===== src/rtl/coriolis_stream_pkg.sv =====
// Shared definitions for the coriolis_ker1 stream buffers: default stream
// width, FloPoCo exception-field encodings and a constant-safe clog2.
package coriolis_stream_pkg;

  localparam int STREAMW_DEF = 34;

  // FloPoCo exception field, bits [33:32] of a stream word
  localparam logic [1:0] EXC_ZERO   = 2'b00;
  localparam logic [1:0] EXC_NORMAL = 2'b01;
  localparam logic [1:0] EXC_INF    = 2'b10;
  localparam logic [1:0] EXC_NAN    = 2'b11;

  // Ceiling log2, usable in parameter and port-width expressions
  function automatic int clog2(input int value);
    int r;
    int v;
    r = 0;
    v = value - 1;
    while (v > 0) begin
      r = r + 1;
      v = v >> 1;
    end
    return r;
  endfunction

endpackage


===== src/rtl/coriolis_sdp_ram.sv =====
// Simple dual-port RAM: synchronous write port, registered read port with
// read enable. The read register holds its value while re is low and is
// cleared by rst so the FIFO head output starts at zero.
module coriolis_sdp_ram
  import coriolis_stream_pkg::*;
#(
  parameter int W     = STREAMW_DEF,
  parameter int DEPTH = 16,
  parameter int AW    = clog2(DEPTH)
) (
  input  logic          clk,
  input  logic          rst,
  input  logic          we,
  input  logic [AW-1:0] waddr,
  input  logic [W-1:0]  wdata,
  input  logic          re,
  input  logic [AW-1:0] raddr,
  output logic [W-1:0]  rdata
);

  logic [W-1:0] mem [DEPTH];

  // Storage array write; no reset so it maps onto RAM primitives
  always_ff @(posedge clk) begin
    if (we) mem[waddr] <= wdata;
  end

  // Registered read, loaded only when the caller asks for a new word
  always_ff @(posedge clk or posedge rst) begin
    if (rst)     rdata <= '0;
    else if (re) rdata <= mem[raddr];
  end

endmodule


===== src/rtl/coriolis_ker1_stream_fifo.sv =====
// Elastic first-word-fall-through output buffer for coriolis_ker1 leaf nodes.
//
// Handshake: a word moves upstream->FIFO when ivalid & iready at a rising
// edge, and FIFO->downstream when ovalid & oready at a rising edge. iready,
// afull and ovalid are registers, so no output depends combinationally on
// ivalid or oready.
//
// The head word lives in the RAM read register (out1_s0); count includes it.
// Words still inside the array = count - ovalid; one is moved into the head
// register whenever the head is empty or being popped.
//
// Optional: define CORIOLIS_FIFO_STATS_EN to add hwm and stall_cnt outputs.
module coriolis_ker1_stream_fifo
  import coriolis_stream_pkg::*;
#(
  parameter int STREAMW   = STREAMW_DEF,
  parameter int DEPTH     = 16,
  parameter int AFULL_LVL = 12
) (
  input  logic                      clk,
  input  logic                      rst,
  input  logic                      ivalid,
  input  logic [STREAMW-1:0]        in1_s0,
  output logic                      iready,
  output logic                      ovalid,
  output logic [STREAMW-1:0]        out1_s0,
  input  logic                      oready,
  output logic                      afull,
  output logic [clog2(DEPTH+1)-1:0] count
`ifdef CORIOLIS_FIFO_STATS_EN
  ,
  output logic [clog2(DEPTH+1)-1:0] hwm,
  output logic [31:0]               stall_cnt
`endif
);

  localparam int AW = clog2(DEPTH);
  localparam int CW = clog2(DEPTH + 1);

  logic [AW-1:0] wr_ptr;
  logic [AW-1:0] rd_ptr;
  logic [CW-1:0] count_next;
  logic [CW-1:0] mem_cnt;
  logic          push;
  logic          pop;
  logic          load;

  assign push = ivalid & iready;
  assign pop  = ovalid & oready;

  // Occupancy bookkeeping and head-prefetch decision
  always_comb begin
    count_next = count;
    mem_cnt    = count - CW'(ovalid);
    load       = (mem_cnt != '0) && (!ovalid || oready);
    case ({push, pop})
      2'b10:   count_next = count + CW'(1);
      2'b01:   count_next = count - CW'(1);
      default: count_next = count;
    endcase
  end

  // Pointers wrap naturally modulo DEPTH; flags are registered from count_next
  always_ff @(posedge clk or posedge rst) begin
    if (rst) begin
      wr_ptr <= '0;
      rd_ptr <= '0;
      count  <= '0;
      iready <= 1'b0;
      afull  <= 1'b0;
      ovalid <= 1'b0;
    end else begin
      if (push) wr_ptr <= wr_ptr + AW'(1);
      if (load) rd_ptr <= rd_ptr + AW'(1);
      count  <= count_next;
      iready <= (count_next < CW'(DEPTH));
      afull  <= (count_next >= CW'(AFULL_LVL));
      ovalid <= load | (ovalid & ~oready);
    end
  end

  coriolis_sdp_ram #(
    .W     (STREAMW),
    .DEPTH (DEPTH),
    .AW    (AW)
  ) u_ram (
    .clk   (clk),
    .rst   (rst),
    .we    (push),
    .waddr (wr_ptr),
    .wdata (in1_s0),
    .re    (load),
    .raddr (rd_ptr),
    .rdata (out1_s0)
  );

`ifdef CORIOLIS_FIFO_STATS_EN
  // High-water mark of occupancy and saturating back-pressure cycle counter
  always_ff @(posedge clk or posedge rst) begin
    if (rst) begin
      hwm       <= '0;
      stall_cnt <= '0;
    end else begin
      if (count_next > hwm) hwm <= count_next;
      if (ivalid && !iready && (stall_cnt != 32'hFFFF_FFFF))
        stall_cnt <= stall_cnt + 32'd1;
    end
  end
`endif

endmodule


===== config.mk =====
export PLATFORM = sky130hd
export DESIGN_NAME = coriolis_ker1_stream_fifo
export DESIGN_NICKNAME = d
export VERILOG_FILES = /design/src/rtl/coriolis_stream_pkg.sv /design/src/rtl/coriolis_sdp_ram.sv /design/src/rtl/coriolis_ker1_stream_fifo.sv
export SDC_FILE = /design/constraint.sdc
export NUM_CORES = 1
export LEC_CHECK = 0
export ABC_AREA = 1
export CAP_MARGIN = 20
export CELL_PAD_IN_SITES_DETAIL_PLACEMENT = 0
export CELL_PAD_IN_SITES_GLOBAL_PLACEMENT = 1
export CORE_ASPECT_RATIO = 0.75
export CORE_UTILIZATION = 55
export CTS_BUF_LIST = sky130_fd_sc_hd__clkbuf_4
export DETAILED_ROUTE_END_ITERATION = 12
export PLACE_DENSITY = 0.86
export SLEW_MARGIN = 40
export SYNTH_ARGS = -nofsm -noshare
export SYNTH_HDL_FRONTEND = slang
export SYNTH_SLANG_ARGS = --single-unit

===== constraint.sdc =====
create_clock -name clk -period 7.7 [get_ports clk]
set_input_delay 1.54 -clock clk [delete_from_list [all_inputs] [get_ports clk]]
set_output_delay 1.54 -clock clk [all_outputs]
set_load 0.1 [all_outputs]

==> flow_summary.toml <==
[outcome]
outcome = "finished clean"

[grt]
grtUsageTotal = 0.273
grt_start_max_net_pins = 128
antenna_found_initial = 1
grt_pass1_wl_mm = 90.9
grt_pass1_vias = 15900
overflow = 0

[clock_network]
clk_pin_slew_worst_paths_ns = 0.06
postCtsHoldBufs = 0
clk_latency_ns = 0.84
h-tree-depth = 4
post_cts_resized = 0
cts_buffer_depth = 3
cts_buffers = 144
cts_setup_buffers = 0
cts_sinks = 594
cts_root_buf = "clkbuf_4"
tritoncts = "built"

[logic_synthesis]
synth_edf_count = 544
ys_top_cells_by_count = "nand2_1 (780), edfxtp_1 (544), nand3_1 (287), nor2_1 (69), buf_2 (60)"
synth_top_area_frac = 0.685
synthDistinctLibCells = 28
yosysSeqAreaShare = 0.738
synth.largest_area_cell = "edfxtp_1"
syn_nets = 2056
ys_warn_count = 0
yosys_most_used_dff = "edfxtp_1"
syn_area_um2 = 23800
synth.avg_cell_area_um2 = 11.9
async_reset_ff_frac = 0.0842
synth.area.top_cells = "edfxtp_1 (69%), nand2_1 (12%), nand3_1 (6.0%), dfrtp_1 (5.2%), buf_2 (1.3%)"
synthMostInstantiatedCell = "nand2_1"
synthCells = 2009
ys_ff_latch = 594

[layout]
final_util = 0.642
multi_input_area_um2 = 5670
drive_gt1_frac = 0.158
fin_area_um2 = 27200
fillCellCount = 3223
ff_latch_area_um2 = 17600
area_growth_pct = 14.1
final_nets = 2207

[drt]
drcViolationCount = 0
via_per_inst = 5.61
ant_nets = 0
finalWirelength_mm = 58.8
num_vias = 16000
drt_first_iter_violations = 1933
dr.pass1.iters = 5
post_drt_wl_per_cell_um = 20.6

[worst_setup_path]
crit_arrival_ns = 3.86
crit_required_ns = 8.17
rr_worst_depth = 9
reg2reg_to = "u_ram.rdata[5]$_DFFE_PP0P_"
criticalPathCategory = "in -> reg"
cp-end-kind = "flip-flop"
r2r_setup_slack_ns = 4.70
crit_fanout = 20
r2r_start = "rd_ptr[0]$_DFFE_PP0P_"
crit_path_start_kind = "input pin"

[timing]
setup_ws_ns = 4.31
maxSlewViolCount = 0
setup_tns_ns = 0
finalHoldViolations = 0
fin_crit_ns = 3.39
fmax_ghz = 0.295
tightest_slew_ns = 0.828
fin_crit_sh = 0.440
setup_viol = 0
fin_worst_skew_ns = 0.0473
rsz0062_at_grt = "false"
maxSlewHeadroom = 0.446

[placement]
portBuffers = 79
gp_congestion = 0.806
place_hpwl_mm = 32.1
place_ws_ns = 3.46
placed_area_um2 = 25200

[worst_hold_path]
hp-class = "reg -> reg"
whs_path_depth = 2
hold_start = "u_ram.rdata[24]$_DFFE_PP0P_"
worstHoldEndpoint = "u_ram.rdata[24]$_DFFE_PP0P_"

[die]
start_util = 0.563
dieHeight_um = 182
dieArea_um2 = 44200
io_pins = 80
rows = 65
die_x_um = 242
fp.coreArea_um2 = 42400

[job]
cap_violations = 0

[pwr]
p_leak_uw = 0.0104
power_uw = 10700
power.density_nw_per_um2 = 394
vdd_drop_max_uv = 310
[area by class of cell]
cell class / count / area share
Antenna cell: 1 / 0.0000920
Clock buffer: 234 / 0.0646
Clock inverter: 30 / 0.00749
Inverter: 25 / 0.00386
Multi-Input combinational cell: 1276 / 0.208
Sequential cell: 594 / 0.647
Tap cell: 569 / 0.0262
Timing Repair Buffer: 119 / 0.0428
[critical path: stages]
cell	delay [ns]
clkdlybuf4s50_1	0.45
nand2_1	0.22
inv_1	0.26
nand2_1	0.28
nor2_4	0.59
buf_4	0.49
[stage by stage]
| step | cells | hold WS (ns) |
|---|---|---|
| 3_3_place_gp | 2565 | 0.463 |
| 4_1_cts | 2847 | 0.482 |
| 6_report | 2848 | 0.475 |
| 2_1_floorplan | 2009 | 0.564 |
| 3_5_place_dp | 2583 | 0.465 |
| 5_1_grt | 2848 | 0.504 |
[kinds of logic after synthesis]
kind of cell,count (synthesis),synth area share
compound gates,120,0.0301
flops,594,0.738
xor+xnor,8,0.00294
simple gates,1139,0.195
buf+inv,139,0.0301
fa+ha+maj,9,0.00472
[power by group]
group | switching, uW | total (uW) | internal [uW]
registers | 133 | 4010 | 3880
logic | 3050 | 4000 | 946
clock network | 1230 | 2710 | 1480
[placed cells by master, fill, tap and decap left out, types with 10 or more instances in the layout]
cell type and n:
nor2_1 52, dfrtp_1 47, clkdlybuf4s50_1 37, clkbuf_4 234, nand3_1 287, inv_1 19
a21oi_1 33, clkinv_1 16, nand2_1 780, o21ai_0 29, buf_4 18, edfxtp_1 544
o22ai_1 16, o211ai_1 14, buf_16 10, a21boi_1 16, buf_2 42, nor2_4 16
[flip-flops by register name (all words and copies together), names as in the netlist]
signal       cells
u_ram.rdata     34
wr_ptr           4
rd_ptr           4
iready           1
u_ram.mem      544
ovalid           1
afull            1
count            5
[worst max path at each step]
stage | start | endpoint | slack [ns] | cells after the start
floorplan | ivalid | u_ram.mem[11][0]$_DFFE_PP_ | 3.83 | 4
detailed placement | ivalid | u_ram.mem[13][27]$_DFFE_PP_ | 3.46 | 6
CTS | count[1]$_DFF_PP0_ | count[1] | 4.35 | 1
global route | ivalid | u_ram.mem[13][28]$_DFFE_PP_ | 4.28 | 6
finish | ivalid | u_ram.mem[12][11]$_DFFE_PP_ | 4.31 | 6
global placement | ivalid | u_ram.mem[11][20]$_DFFE_PP_ | 3.48 | 5
[layer usage]
layer	global-route usage	routed length [um]	up-vias
li1	-	-	7383
met1	0.395	25800	7743
met2	0.414	26600	764
met3	0.0668	5410	86
met4	0.0780	1030	0
met5	0	0	-
No activity file was read; power rests on OpenSTA's default activity.
